File: src/rtl/bs5_bus_pkg.sv
// bs5_bus_pkg: shared definitions for the BackSlashFive system bus arbiter.
// Holds the default bus widths, the arbiter FSM encoding and the one-hot
// grant encodings used on the grant output.
package bs5_bus_pkg;

    localparam int unsigned ADDR_W_DEF         = 16;
    localparam int unsigned DATA_W_DEF         = 16;
    localparam int unsigned TIMEOUT_CYCLES_DEF = 255;

    typedef enum logic [1:0] {
        ST_IDLE = 2'd0,
        ST_BUSY = 2'd1,
        ST_DONE = 2'd2
    } arb_state_e;

    localparam logic [1:0] GNT_NONE = 2'b00;
    localparam logic [1:0] GNT_M0   = 2'b01;
    localparam logic [1:0] GNT_M1   = 2'b10;

    // Map a manager index (0 or 1) to its one-hot grant code.
    function automatic logic [1:0] gnt_of(input logic idx);
        return idx ? GNT_M1 : GNT_M0;
    endfunction

endpackage

File: src/rtl/bus_rr_pick2.sv
// bus_rr_pick2: combinational two-way round-robin picker.
// A lone requester always wins; on a tie the manager that did not win last
// time is chosen, so continuous contention alternates between the two.
module bus_rr_pick2 (
    input  logic [1:0] req_i,
    input  logic       last_grant_i,
    output logic       valid_o,
    output logic       winner_o
);

    // Pick the winner index from the request vector and previous owner.
    always_comb begin
        valid_o  = |req_i;
        winner_o = 1'b0;
        unique case (req_i)
            2'b01:   winner_o = 1'b0;
            2'b10:   winner_o = 1'b1;
            2'b11:   winner_o = ~last_grant_i;
            default: winner_o = 1'b0;
        endcase
    end

endmodule

File: src/rtl/bus_arbiter2.sv
// bus_arbiter2: two-manager, one-subordinate round-robin arbiter placed in
// front of bus_ctrl. One transaction is in flight at a time; the winner's
// request is latched, replayed downstream, and ack/read data go back to the
// winner only.
// Optional build macro BUS_ARB_TIMEOUT_EN adds a BUSY watchdog that aborts a
// stalled transaction after TIMEOUT_CYCLES, returns zero data and pulses err.
module bus_arbiter2
    import bs5_bus_pkg::*;
#(
    parameter int unsigned ADDR_W         = ADDR_W_DEF,
    parameter int unsigned DATA_W         = DATA_W_DEF,
    parameter int unsigned TIMEOUT_CYCLES = TIMEOUT_CYCLES_DEF
) (
    input  logic              bus_clock,
    input  logic              reset,

    input  logic              m0_we,
    input  logic              m0_re,
    input  logic [ADDR_W-1:0] m0_addr,
    input  logic [DATA_W-1:0] m0_data_write,
    output logic [DATA_W-1:0] m0_data_read,
    output logic              m0_ack,
    output logic              m0_ready,

    input  logic              m1_we,
    input  logic              m1_re,
    input  logic [ADDR_W-1:0] m1_addr,
    input  logic [DATA_W-1:0] m1_data_write,
    output logic [DATA_W-1:0] m1_data_read,
    output logic              m1_ack,
    output logic              m1_ready,

    output logic              s_we,
    output logic              s_re,
    output logic [ADDR_W-1:0] s_addr,
    output logic [DATA_W-1:0] s_data_write,
    input  logic [DATA_W-1:0] s_data_read,
    input  logic              s_ack,
    input  logic              s_ready,

    output logic [1:0]        grant,
    output logic              err
);

    arb_state_e        state_q;
    arb_state_e        state_d;
    logic              last_grant_q;
    logic [1:0]        grant_q;
    logic              op_we_q;
    logic              op_re_q;
    logic [ADDR_W-1:0] addr_q;
    logic [DATA_W-1:0] wdata_q;
    logic [DATA_W-1:0] rdata0_q;
    logic [DATA_W-1:0] rdata1_q;

    logic [1:0]        req;
    logic              pick_valid;
    logic              pick_winner;
    logic              start;
    logic              busy_ack;
    logic              abort;

    logic              sel_we;
    logic              sel_re;
    logic [ADDR_W-1:0] sel_addr;
    logic [DATA_W-1:0] sel_wdata;

    assign req = {m1_we | m1_re, m0_we | m0_re};

    bus_rr_pick2 u_pick (
        .req_i        (req),
        .last_grant_i (last_grant_q),
        .valid_o      (pick_valid),
        .winner_o     (pick_winner)
    );

    // Route the winning manager's request fields towards the capture registers.
    always_comb begin
        sel_we    = m0_we;
        sel_re    = m0_re;
        sel_addr  = m0_addr;
        sel_wdata = m0_data_write;
        if (pick_winner) begin
            sel_we    = m1_we;
            sel_re    = m1_re;
            sel_addr  = m1_addr;
            sel_wdata = m1_data_write;
        end
    end

    // Arbitration only happens in IDLE with the subordinate ready, so the
    // winner's request still held during DONE can never be granted twice.
    assign start    = (state_q == ST_IDLE) && s_ready && pick_valid;
    assign busy_ack = (state_q == ST_BUSY) && s_ack;

`ifdef BUS_ARB_TIMEOUT_EN
    localparam int unsigned CNT_W = (TIMEOUT_CYCLES > 1) ? $clog2(TIMEOUT_CYCLES) : 1;

    logic [CNT_W-1:0] busy_cnt_q;
    logic             abort_q;

    // A real s_ack on the last allowed cycle wins over the abort.
    assign abort = (state_q == ST_BUSY) && !s_ack &&
                   (busy_cnt_q == CNT_W'(TIMEOUT_CYCLES - 1));

    // Count BUSY cycles from zero for each transaction and flag the abort for DONE.
    always_ff @(posedge bus_clock or negedge reset) begin
        if (!reset) begin
            busy_cnt_q <= '0;
            abort_q    <= 1'b0;
        end else begin
            abort_q <= abort;
            if (start) begin
                busy_cnt_q <= '0;
            end else if (state_q == ST_BUSY) begin
                busy_cnt_q <= busy_cnt_q + 1'b1;
            end
        end
    end

    assign err = abort_q;
`else
    assign abort = 1'b0;
    assign err   = 1'b0;

    // TIMEOUT_CYCLES only matters with the watchdog built in; it is referenced
    // here so the parameter list is identical in both builds.
    if (TIMEOUT_CYCLES == 0) begin : g_timeout_param_unused
    end
`endif

    // FSM state register.
    always_ff @(posedge bus_clock or negedge reset) begin
        if (!reset) begin
            state_q <= ST_IDLE;
        end else begin
            state_q <= state_d;
        end
    end

    // FSM next-state logic: IDLE -> BUSY on grant, BUSY -> DONE on ack or abort.
    always_comb begin
        state_d = state_q;
        unique case (state_q)
            ST_IDLE: if (start) state_d = ST_BUSY;
            ST_BUSY: if (busy_ack || abort) state_d = ST_DONE;
            ST_DONE: state_d = ST_IDLE;
            default: state_d = ST_IDLE;
        endcase
    end

    // Latch the winner's request at grant time and capture read data at completion.
    always_ff @(posedge bus_clock or negedge reset) begin
        if (!reset) begin
            last_grant_q <= 1'b1;
            grant_q      <= GNT_NONE;
            op_we_q      <= 1'b0;
            op_re_q      <= 1'b0;
            addr_q       <= '0;
            wdata_q      <= '0;
            rdata0_q     <= '0;
            rdata1_q     <= '0;
        end else begin
            if (start) begin
                last_grant_q <= pick_winner;
                grant_q      <= gnt_of(pick_winner);
                op_we_q      <= sel_we;
                op_re_q      <= sel_re & ~sel_we;
                addr_q       <= sel_addr;
                wdata_q      <= sel_wdata;
            end
            if (state_q == ST_DONE) begin
                grant_q <= GNT_NONE;
            end
            if (busy_ack || abort) begin
                if (grant_q == GNT_M1) begin
                    rdata1_q <= busy_ack ? s_data_read : '0;
                end else begin
                    rdata0_q <= busy_ack ? s_data_read : '0;
                end
            end
        end
    end

    // FSM outputs: strobes only in BUSY, ready only in IDLE, ack only in DONE.
    always_comb begin
        s_we     = (state_q == ST_BUSY) && op_we_q;
        s_re     = (state_q == ST_BUSY) && op_re_q;
        m0_ready = (state_q == ST_IDLE);
        m1_ready = (state_q == ST_IDLE);
        m0_ack   = (state_q == ST_DONE) && (grant_q == GNT_M0);
        m1_ack   = (state_q == ST_DONE) && (grant_q == GNT_M1);
    end

    assign s_addr       = addr_q;
    assign s_data_write = wdata_q;
    assign grant        = grant_q;
    assign m0_data_read = rdata0_q;
    assign m1_data_read = rdata1_q;

endmodule
File: config.mk
export PLATFORM = sky130hd
export DESIGN_NAME = bus_arbiter2
export DESIGN_NICKNAME = d
export VERILOG_FILES = /design/src/rtl/bs5_bus_pkg.sv /design/src/rtl/bus_rr_pick2.sv /design/src/rtl/bus_arbiter2.sv
export SDC_FILE = /design/constraint.sdc
export NUM_CORES = 1
export LEC_CHECK = 0
export ABC_CLOCK_PERIOD_IN_PS = 2300
export BUFFER_PORTS_ARGS = -buffer_cell sky130_fd_sc_hd__buf_2
export CORE_MARGIN = 2
export CORE_UTILIZATION = 37
export DETAILED_ROUTE_END_ITERATION = 12
export GPL_ROUTABILITY_DRIVEN = 0
export GPL_TIMING_DRIVEN = 1
export PLACE_DENSITY = 0.65
export RECOVER_POWER = 50
export SKIP_LAST_GASP = 1
export SYNTH_ARGS = -nofsm -noshare
export SYNTH_HDL_FRONTEND = slang
export SYNTH_HIERARCHICAL = 1
export SYNTH_SLANG_ARGS = --single-unit
File: constraint.sdc
create_clock -name bus_clock -period 2.3 [get_ports bus_clock]
set_input_delay 0.115 -clock bus_clock [delete_from_list [all_inputs] [get_ports bus_clock]]
set_output_delay 0.115 -clock bus_clock [all_outputs]
set_load 0.01 [all_outputs]
# ---- After elaboration in Yosys (flattened, before gate mapping)
# Index checks and enable logic that the tools add are counted.
dict set report totals {
  word_cells 47
  out_inout_bits 73
  reg_bits 71
  in_bits 88
}
dict set report classes {
  n_reduce_logical 13
  eq_ne 8
  mux 11
  bitwise_logic 6
}
# op n
set op_table {}
lappend op_table {{$mux 16} 2}
lappend op_table {{$mux 2} 5}
lappend op_table {{$eq 2x2->1 const B} 4}
lappend op_table {{$logic_and 1x1->1} 7}
lappend op_table {{$reduce_and 2->1} 3}
lappend op_table {{$eq 2x1->1 const B} 2}
lappend op_table {{$pmux 2 s2} 1}
lappend op_table {{$not 1->1} 3}
lappend op_table {{$logic_not 2->1} 1}
lappend op_table {{$mux 1} 2}
lappend op_table {{$ne 2x1->1 const B} 1}
lappend op_table {{$ne 2x2->1 const B} 1}
lappend op_table {{$or 1x1->1} 2}
lappend op_table {{$pmux 1 s2} 1}
lappend op_table {{$reduce_bool 2->1} 1}
lappend op_table {{$reduce_or 2->1} 1}
lappend op_table {{$and 1x1->1} 1}

# ---- Longest topological paths before layout
# Gate-level depths: netlist of run 1.
dict set report logic_depth {
  ltp_word 6
  mapped_depth 7
  mapped_depth_nobuf 5
}

# ---- Modules after synthesis
# The synthesis of run 1 kept the hierarchy.
# mod cells_per_inst area_each_um2 n_inst
set modules_own_cells {}
lappend modules_own_cells {bus_arbiter2 251 3131.8 1}
lappend modules_own_cells {bus_rr_pick2 2 13.8 1}

# ---- Worst setup path before layout of run 1
# Ideal clock, no wire load.
dict set report synth_path {
  path_kind {register to register}
  from {register grant_q[0] (netlist: grant[0])}
  to {register rdata0_q[10] (netlist: m0_data_read[10])}
  stages_incl_launch_ff 6
  t_required_ns 2.175
  setup_time_ns 0.125
  t_arrival_ns 1.277
  slack_ns 0.898
  cell_sequence {dfrtp_1 > nand2b_4 > nor2b_2 > buf_6 > buf_12 > mux2_4}
}
dict set report synth_via {
  elab_chain_len 3
}
# element line
set synth_rtl {}
lappend synth_rtl {{from (decl)} bus_arbiter2.sv:48} ;# logic [1:0] grant_q;
lappend synth_rtl {{from (signal assigned)} bus_arbiter2.sv:166} ;# grant_q <= gnt_of(pick_winner);
lappend synth_rtl {{$eq 2x2->1} bus_arbiter2.sv:176} ;# if (grant_q == GNT_M1) begin
lappend synth_rtl {{$not 1->1 (no line)} --}
lappend synth_rtl {{$reduce_and 2->1 (no line)} --}
lappend synth_rtl {{to (signal assigned)} bus_arbiter2.sv:179} ;# rdata0_q <= busy_ack ? s_data_read : '0;
lappend synth_rtl {{to (decl)} bus_arbiter2.sv:53} ;# logic [DATA_W-1:0] rdata0_q;
# Every way passes these cells.
# A chain may end at the register's enable or synchronous reset.

# ---- Final worst setup path of run 1
dict set report layout_path {
  from {register state_q[1]}
  to {register rdata1_q[6] (netlist: m1_data_read[6])}
}
dict set report layout_via {
  elab_chain_len 3
}
# element line
set layout_rtl {}
lappend layout_rtl {{from (decl)} bus_arbiter2.sv:45} ;# arb_state_e state_q;
lappend layout_rtl {{from (signal assigned)} bus_arbiter2.sv:137} ;# state_q <= state_d;
lappend layout_rtl {{$eq 2x1->1} bus_arbiter2.sv:94} ;# assign busy_ack = (state_q == ST_BUSY) && s_ack;
lappend layout_rtl {{$logic_and 1x1->1} bus_arbiter2.sv:94}
lappend layout_rtl {{$reduce_and 2->1 (no line)} --}
lappend layout_rtl {{to (signal assigned)} bus_arbiter2.sv:177} ;# rdata1_q <= busy_ack ? s_data_read : '0;
lappend layout_rtl {{to (decl)} bus_arbiter2.sv:54} ;# logic [DATA_W-1:0] rdata1_q;
# Every way passes these cells.

==> impl_results.md, run 1 <==
- Final Non-Filler Cells: roughly 520
- Outcome: complete, no violations
- Initial antenna violation count: 0
- Count of pins over their slew limit: 0
- Worst-path clk slew: ~0.08 ns
- Worst Skew: approximately 0.011 ns
- Cell variety after synth: 31
- Vert. Die Dim: a little under 100 um
- Worst hold-check path type: in2reg
- Root Driver: clkbuf_8
- Row count: 33
- Setup TNS: 0 ns
- Rel. slew slack: approximately 41%
- PnR worst setup slack: around 0.63 ns
- Mapped Cells: between 200 and 300
- Register bit total from synthesis: 71
- P&R area growth vs syn: 32.5%
- Worst vdd ir: between 0.3 and 0.4 mV
- Seq/Total Area, Yosys: 56.5%
- Mapped Area: between 3000 and 4000 sq um
- Mapped Avg Cell Area: roughly 12 sq um
- Number of nets in the layout: roughly 500
- Final setup vio count: 0
- Detailed Route WL: 6810 um
- P_leak: 2.05 nW
- Ports: roughly 160
- Largest net degree at the start of global routing: between 70 and 80
- Vias in the first global route: 2301
- Max Cap Violations: 0
- Synth top area cells: dfrtp_1 (56%), mux2i_1 (11%), mux2_2 (7.9%)
- TritonCTS clock tree: yes
- Htree depth: 3
- Power Density: approximately 1300 nW/um^2
- Initial Util: 38.3%
- Most frequent cells after synthesis: dfrtp_1 (70), nand2_1 (39), o21ai_0 (35)
- Synth area leader: dfrtp_1
- Critical Path Fanout Max: 16
- Critical path required time: about 2.5 ns
- Total track usage: between 10% and 20%
- Vias per cell: around 4.7
- Post-synth EDFFs: 0
- Metal-1 WL: roughly 3000 um
- Clk sinks: 71
- First-pass GRT wire length: around 10000 um
- Setup CP Type: reg2reg
- Ys Warns: 6
- Routed via count: between 2000 and 2500
- CTS buffer count: 9
- Synth top area share: between 50% and 60%
- Placed cell count: 503
- Remaining global-route overflow: 0
- Period utilisation layout: between 70% and 80%
- Number of buffers added on ports: approximately 160
- Resized cells post-CTS: 0
- Fraction of registers with async set/reset: between 90% and 100%
- Tightest Pin Transition: roughly 0.88 ns
- Fillers: between 800 and 900
- Worst Setup End Kind: flop
- Die X-Extent: around 96 um
- Max Clock Freq: approximately 600 MHz
- Later-pin clock latency in the skew report: between 0.3 and 0.4 ns
- Number of diodes: 0
- Startpoint types: flop
- Final hold viol count: 0
- Die Area: between 9000 and 10000 sq um
- Met3 WL post-DR: about 630 um
- Final Power: ~5.2 mW
- Most used flip-flop cell after synthesis: dfrtp_1
- CTS Buffer Depth: 2
- RSZ-0062 raised after global routing: no
- Crit path time final: ~1.7 ns
- Most frequent cell after synthesis: dfrtp_1
- Share of cells above drive strength 1: between 30 and 40%
- WL met2: 3090 um
- CP Data Arrival Time: around 1.9 ns
- Post-DR wirelength/cell: about 13 um
- Uppermost layer routed: met4
- DRC viols: 0
- Core Area: 8220 sq um
- Starting DRC count in detailed routing: 36
- Pre-Repair DR Iteration Count: 4
- Post-DP HPWL: 5020 um
- Post-Syn Nets: between 300 and 400
- Worst slack, placed: 0.647 ns
- Post-DRT Antenna Nets: 0
- Hold_ws: between 0.02 and 0.03 ns
-- worst max-delay path, stage by stage, from the launching register on --
cell and delay, ns:
dfrtp_1 0.44, nand3b_1 0.27, nor2_4 0.44, mux2_2 0.40
-- per-stage QoR --
| step | area, sq um | util, % |
|---|---|---|
| final | 4170 | 50.7 |
| after global routing | 4170 | 50.7 |
| after CTS | 4260 | 51.9 |
| after detailed placement | 4020 | 48.9 |
| after global placement | 4020 | 48.9 |
| after floorplan | 3150 | - |
-- power breakdown --
| part | internal [mW] | leakage [nW] | switching [mW] | total, mW |
|---|---|---|---|---|
| sequential | 1.86 | 0.867 | 0.341 | 2.20 |
| combinational | 0.910 | 1.08 | 1.04 | 1.95 |
| clock | 0.641 | 0.110 | 0.451 | 1.09 |
-- area by class of cell --
cell class / instances / area (sq um) / share of cell area (%)
inverter: 3 / 11.3 / 0.270
sequential: 71 / 1780 / 42.7
clock buffer: 11 / 141 / 3.39
multi-input combinational: 162 / 1240 / 29.8
clock inverter: 5 / 81.3 / 1.95
tap: 105 / 131 / 3.15
timing repair buffer: 164 / 783 / 18.8
-- kinds of logic (layout without fill, tap and decap cells) --
logic type	Yosys count	after routing	synth area share, %
buffers and inverters	20	183	4.18
multiplexers	65	65	23.2
AND/OR/NAND/NOR	57	57	9.63
other	1	1	0.119
flip-flops	71	71	56.5
AO/OA/AOI/OAI	39	39	6.40
-- routing by layer --
| metal | global-route usage [%] | vias up |
|---|---|---|
| met5 | 0 | - |
| met2 | 23.5 | 112 |
| met4 | 6.79 | 0 |
| met1 | 18.1 | 1134 |
| met3 | 4.31 | 9 |
| li1 | - | 1175 |
-- path summary, 6_finish.rpt --
check,startpoint,to,slack [ns],cells after the start
max in group asynchronous,reset,state_q[1]$_DFFE_PN0P_,1.28,2
setup reg to reg,state_q[1]$_DFFE_PN0P_,m1_data_read[6]$_DFFE_PN0P_,0.63,3
hold / removal,s_data_read[3],m0_data_read[3]$_DFFE_PN0P_,0.03,2
setup / recovery,state_q[1]$_DFFE_PN0P_,m1_data_read[6]$_DFFE_PN0P_,0.63,3
hold reg to reg,op_we_q$_DFFE_PN0P_,op_we_q$_DFFE_PN0P_,0.47,2
min in group asynchronous,reset,m0_data_read[3]$_DFFE_PN0P_,0.45,2
-- sequential cells by signal (all words and copies together), names as in the netlist --
name          cells
grant             2
last_grant_q      1
m0_data_read     16
m1_data_read     16
op_re_q           1
op_we_q           1
s_addr           16
s_data_write     16
state_q           2
-- cells in the final DEF, fill, tap and decap left out, drive strengths merged, types with 2 or more instances in the layout --
| cell | count |
|---|---|
| a21oi | 2 |
| and2 | 2 |
| and2b | 2 |
| buf | 96 |
| bufinv | 2 |
| clkbuf | 77 |
| clkinv | 2 |
| dfrtp | 70 |
| dlygate4sd3 | 2 |
| inv | 3 |
| mux2 | 32 |
| mux2i | 33 |
| nand2 | 39 |
| nand2b | 2 |
| nor2 | 3 |
| o21ai | 35 |
| or2 | 3 |
-- repair_timing --
item | CTS | global route
setup buffers | 0 | 0
hold buffers | 2 | 0
hold endpoints to repair | 71 | 0
Note: power is estimated with default switching activity, not from simulation.
==> run 2, diff against run 1 <==
--- a/config.mk
+++ b/config.mk
@@ -5,14 +5,14 @@
 export SDC_FILE = /design/constraint.sdc
 export NUM_CORES = 1
 export LEC_CHECK = 0
-export ABC_CLOCK_PERIOD_IN_PS = 2300
+export ABC_CLOCK_PERIOD_IN_PS = 1500
 export BUFFER_PORTS_ARGS = -buffer_cell sky130_fd_sc_hd__buf_2
 export CORE_MARGIN = 2
 export CORE_UTILIZATION = 37
 export DETAILED_ROUTE_END_ITERATION = 12
 export GPL_ROUTABILITY_DRIVEN = 0
 export GPL_TIMING_DRIVEN = 1
-export PLACE_DENSITY = 0.65
+export PLACE_DENSITY = 0.68
 export RECOVER_POWER = 50
 export SKIP_LAST_GASP = 1
 export SYNTH_ARGS = -nofsm -noshare
==> constraint.sdc (replaced) <==
create_clock -name bus_clock -period 1.5 [get_ports bus_clock]
set_input_delay 0.075 -clock bus_clock [delete_from_list [all_inputs] [get_ports bus_clock]]
set_output_delay 0.075 -clock bus_clock [all_outputs]
set_load 0.01 [all_outputs]
==> run 2 against run 1 <==
Effect of this change: die area unchanged; first-iteration DRC count increased by 53%; register-to-register slack got worse by 0.53 ns; critical endpoint is now m0_ack; hold slack got worse by 0.0051 ns; final cell count increased by 4.2%; count of clock-buffer cells in the layout increased by 2; flip-flop and latch count unchanged; highest routed layer unchanged; combinational power increased by 72%; critical path depth increased by 1; power increased by 53%; worst setup slack got worse by 0.57 ns; global-route usage increased by 0.84 points.
==> impl_results.md, run 2 (synthesis gave the netlist of run 1 again) <==
- Sequential share of power: 41.8%
- Ports: about 160
- Commonest non-fill, non-tap cell in the layout: buf_2
- Tightest Pin Transition: roughly 0.99 ns
- Vias per cell: 4.48
- Crit path time final: 1.44 ns
- Final Instance Area: roughly 4500 sq um
- Detailed Route WL: 7100 um
- Worst r2r dst: m0_data_read[2]$_DFFE_PN0P_
- Most frequent cells in the layout: buf_2 (157), dfrtp_1 (69), nand2_1 (39)
- Final setup vio count: 0
- Root Driver: clkbuf_8
- Power Density: approximately 1800 nW/um^2
- Comb power frac: around two fifths
- CP cell instances: buf_6 > and2b_2 > and3b_1 > buf_6
- CP peak stage delay: between 0.4 and 0.5 ns
- Total track usage: between 10% and 20%
- Critical path required time: 1.42 ns
- Starting DRC count in detailed routing: 55
- Core Area: 8220 sq um
- Startpoint types: flop
- Crit-path most repeated cell: buf_6
- Worst r2r src: state_q[1]$_DFFE_PN0P_
- Int Power: 5.23 mW
- Number of buffers added on ports: about 160
- Crit path launch: state_q[1]$_DFFE_PN0P_
- DRC viols: 0
- Remaining global-route overflow: 0
- Share of cells above drive strength 1: roughly 52%
- Vert. Die Dim: slightly below 100 um
- Die Area: around 9300 sq um
- Crit path to: m0_ack
- CTS Buffer Depth: 2
- Routed via count: about 2400
- Pre-Repair DR Iteration Count: 4
- Count of pins over their slew limit: 0
- Max Cap Violations: 0
- CP Data Arrival Time: 1.36 ns
- Critical-path top delay cell: dfrtp_1
- TritonCTS clock tree: yes
- Critical Path Fanout Max: 6
- Final Non-Filler Cells: 543
- Final hold viol count: 0
- Fillers: approximately 740
- Number of diodes: 0
- Largest net degree at the start of global routing: 56
- Clk sinks: 71
- Later-pin clock latency in the skew report: approximately 0.32 ns
- Net Sw Frac: 34.6%
- FF-to-FF setup slack: roughly 0.10 ns
- First-pass GRT wire length: between 10000 and 15000 um
- Die X-Extent: 96.2 um
- P&R area growth vs syn: 41.6%
- Worst Skew: 0.00761 ns
- P_leak: about 2.4 nW
- Worst slack, placed: 0.0473 ns
- Period utilisation layout: a little over nine tenths
- Worst Setup End Kind: output pin
- Outcome: complete, no violations
- Worst-path clk slew: 0.07 ns
- CTS buffer count: 9
- Post-Place Cell Area: between 4000 and 5000 sq um
- Initial antenna violation count: 0
- Worst vdd ir: ~0.80 mV
- Htree depth: 3
- Post-DR wirelength/cell: between 10 and 15 um
- Post-DP HPWL: approximately 5300 um
- Row count: 33
- Worst hold-check path type: in2reg
- Max Clock Freq: approximately 700 MHz
- Worst r2r path cells: 4
- Vias in the first global route: 2340
- PnR worst setup slack: ~0.063 ns
- Rel. slew slack: around a third
- Placed cell count: about 510
- Post-DRT Antenna Nets: 0
- Initial Util: roughly two fifths
- P_sw: 2.77 mW
- Setup CP Type: reg2out
- Clk pwr share: around 16%
- Number of nets in the layout: 521
run 2: cell types whose count changed in the layout (fill, tap and decap cells not counted), sizes merged:
cell,change
buf,+72
bufinv,-2
clkinvlp,-1
clkinv,+1
clkbuf,-63
dlygate4sd3,+15
run 2: layout make-up:
cell class              instances  area, sq um  area share [%]
inverters                       3         11.3           0.253
clock buffers                  13          149            3.34
well taps                     105          131            2.95
clock inverters                 3         18.8           0.421
repair buffers                186         1110            25.0
multi-input cells             162         1250            28.1
flip-flops and latches         71         1780            39.9
run 2: worst min path at each step:
stage	from	slack [ns]	to	depth (start not counted)
2_1_floorplan	reset	-0.22	grant[0]$_DFFE_PN0P_	0
3_3_place_gp	reset	0.08	m0_data_read[15]$_DFFE_PN0P_	1
3_5_place_dp	reset	0.09	m1_data_read[15]$_DFFE_PN0P_	1
4_1_cts	s_data_read[10]	0.006	m0_data_read[10]$_DFFE_PN0P_	2
5_1_grt	s_data_read[10]	0.008	m0_data_read[10]$_DFFE_PN0P_	2
6_report	s_data_read[10]	0.02	m0_data_read[10]$_DFFE_PN0P_	2
run 2: power groups by stage:
stage	registers, mW	clock network, mW	logic [mW]
floorplan	3.78	0	1.53
global route	3.47	1.44	3.73
global placement	3.37	0	3.28
finish	3.35	1.29	3.36
detailed placement	3.38	0	3.38
CTS	3.36	1.35	3.41
run 2: routing by layer:
metal,up-vias,global-route usage [%],share of wire [%]
met5,-,0,0
met4,0,5.36,1.1
met3,8,4.23,8.7
met2,108,26.3,48
met1,1095,18.8,43
li1,1224,-,-
run 2: what timing repair did:
item                                    CTS  global route
endpoints found under the setup margin    0             3
hold buffers                             17             0
gates resized for setup                   0             4
endpoints found under the hold margin    67             0
setup buffers                             0             2
run 2: critical path: cells and delay by family (launching register included):
kind,cells,cell delay (ns)
buffers and inverters,2,0.26
DFF,1,0.41
and+or+nand+nor,2,0.38
run 2: through the flow:
stage / TNS, ns / util, % / hold slack, ns / total power [mW]
6_report: 0 / 54.2 / 0.0221 / 8.00
5_1_grt: -0.00566 / 54.2 / 0.00835 / 8.63
4_1_cts: 0 / 53.9 / 0.00590 / 8.12
3_5_place_dp: 0 / 49.8 / 0.0853 / 6.76
3_3_place_gp: 0 / 49.8 / 0.0775 / 6.66
2_1_floorplan: 0 / - / -0.221 / 5.31
==> run 3, diff against run 2 <==
--- a/config.mk
+++ b/config.mk
@@ -7,13 +7,11 @@
 export LEC_CHECK = 0
 export ABC_CLOCK_PERIOD_IN_PS = 1500
 export BUFFER_PORTS_ARGS = -buffer_cell sky130_fd_sc_hd__buf_2
-export CORE_MARGIN = 2
 export CORE_UTILIZATION = 37
 export DETAILED_ROUTE_END_ITERATION = 12
 export GPL_ROUTABILITY_DRIVEN = 0
 export GPL_TIMING_DRIVEN = 1
 export PLACE_DENSITY = 0.68
-export RECOVER_POWER = 50
 export SKIP_LAST_GASP = 1
 export SYNTH_ARGS = -nofsm -noshare
 export SYNTH_HDL_FRONTEND = slang
==> run 3 against run 2 <==
Effect of this change: die area is 4.1% lower; register-to-register slack lost 0.05 ns; first-iteration DRC count down 1.8%; worst setup slack got worse by 0.014 ns; highest routed layer unchanged; routed wire length about the same; cell area is 1.9% higher.
==> impl_results.md, run 3 (synthesis gave the netlist of run 1 again) <==
- Outcome: complete, no violations
- Power Density: between 1500 and 2000 nW/um^2
- Initial Util: between 30% and 40%
- Share of cells above drive strength 1: between 50% and 60%
- Period utilisation layout: between 90% and 100%
- Crit path time final: about 1.5 ns
- P&R area growth vs syn: 44.3%
- Commonest non-fill, non-tap cell in the layout: buf_2
- Largest net degree at the start of global routing: a little over 70
- Final hold viol count: 0
- Total track usage: between 10% and 20%
- Max Cap Violations: 0
- Worst-path clk slew: ~0.08 ns
- Critical-path top delay cell: dfrtp_2
- Ports: approximately 160
- Htree depth: 3
- Final Instance Area: around 4500 sq um
- CP cell instances: nand3b_4 > nor2b_4 > clkbuf_16 > mux2_4
- Initial antenna violation count: 0
- Setup CP Type: reg2reg
- Vias in the first global route: 2328
- First-pass GRT wire length: around 11000 um
- Worst Skew: 0.00641 ns
- Die X-Extent: approximately 94 um
- DRC viols: 0
- Critical path required time: ~1.7 ns
- Setup TNS: 0 ns
- Clk sinks: 71
- Final setup vio count: 0
- Detailed Route WL: slightly above 7000 um
- Vert. Die Dim: approximately 94 um
- Pre-Repair DR Iteration Count: 4
- Number of buffers added on ports: approximately 160
- Count of pins over their slew limit: 0
- Later-pin clock latency in the skew report: ~0.33 ns
- Fillers: between 700 and 800
- Post-DP HPWL: 5050 um
- Worst Setup End Kind: flop
- Routed via count: ~2500
- Post-Place Cell Area: around 4100 sq um
- Critical Path Fanout Max: 8
- Vias per cell: between 4 and 5
- Worst vdd ir: 0.767 mV
- Remaining global-route overflow: 0
- CTS Buffer Depth: 2
- Die Area: 8870 sq um
- RSZ-0062 raised after global routing: no
- Startpoint types: flop
- Worst hold-check path type: in2reg
- Most frequent cells in the layout: buf_2 (158), dfrtp_1 (68), nand2_1 (39)
- Root Driver: clkbuf_8
- Number of diodes: 0
- Post-DRT Antenna Nets: 0
- CP peak stage delay: approximately 0.44 ns
- P_leak: roughly 2.4 nW
- Row count: 33
- CP Data Arrival Time: approximately 1.7 ns
- Starting DRC count in detailed routing: 54
- Post-DR wirelength/cell: 13.0 um
- Max Clock Freq: around 700 MHz
- Core Area: approximately 8200 sq um
- Number of nets in the layout: ~520
- CTS buffer count: 9
- TritonCTS clock tree: yes
==> run 3: metal layers <==
layer  vias to the layer above  track usage (%)  share of wire [%]
met4                         0             7.18                1.5
met2                       117             25.5                 45
met3                        10             4.37                7.7
met5                         -                0                  0
met1                      1131             21.1                 46
li1                       1224                -                  -
==> run 3: what timing repair did <==
| action | 4_1_cts | 5_1_grt |
|---|---|---|
| cloned | 0 | 1 |
| endpoints found under the setup margin | 1 | 14 |
| hold endpoints to repair | 102 | 0 |
| setup buffers | 1 | 0 |
| resized for setup | 0 | 3 |
| pin swaps | 0 | 0 |
| hold buffers | 18 | 0 |
==> run 3: final timing paths <==
path,start,to,slack (ns),depth (start not counted)
max,state_q[1]$_DFFE_PN0P_,m0_data_read[5]$_DFFE_PN0P_,0.05,4
min,m0_addr[4],s_addr[4]$_DFFE_PN0P_,0.03,3
max reg2reg,state_q[1]$_DFFE_PN0P_,m0_data_read[5]$_DFFE_PN0P_,0.05,4
min reg2reg,s_data_write[7]$_DFFE_PN0P_,s_data_write[7]$_DFFE_PN0P_,0.48,2
max in group asynchronous,reset,last_grant_q$_DFFE_PN1P_,0.88,3
min in group asynchronous,reset,m1_data_read[0]$_DFFE_PN0P_,0.28,3
==> run 3: stage by stage <==
stage	std cells	power, mW	worst slack [ns]	hold WS [ns]	util, %
5_1_grt	544	9.04	0.00507	0.0235	55.2
3_5_place_dp	509	6.79	0.0392	0.120	50.1
3_3_place_gp	509	6.67	0.0937	0.117	50.1
4_1_cts	543	8.49	0.0117	0.0117	54.9
2_1_floorplan	253	5.31	0.0975	-0.221	-
6_report	544	8.41	0.0496	0.0293	55.2
==> run 3: layout make-up <==
type / instances / area [sq um] / area share (%)
clock buffer: 10 / 128 / 2.81
clock inverter: 6 / 85.1 / 1.87
inverter: 3 / 11.3 / 0.248
multi-input combinational: 162 / 1260 / 27.7
sequential: 71 / 1780 / 39.2
tap: 105 / 131 / 2.89
timing repair buffer: 187 / 1150 / 25.2
==> run 3: worst max-delay path: cells and delay by family (launching register included) <==
kind          cells  cell delay (ns)
mux               1             0.30
flops             1             0.44
buf+inv           1             0.19
simple gates      2             0.40
==> run 3: report_power, final <==
group / internal [mW] / total (mW) / switching, mW
combinational: 1.78 / 3.41 / 1.63
sequential: 2.85 / 3.37 / 0.521
clock: 0.931 / 1.63 / 0.698
total: 5.57 / 8.41 / 2.85
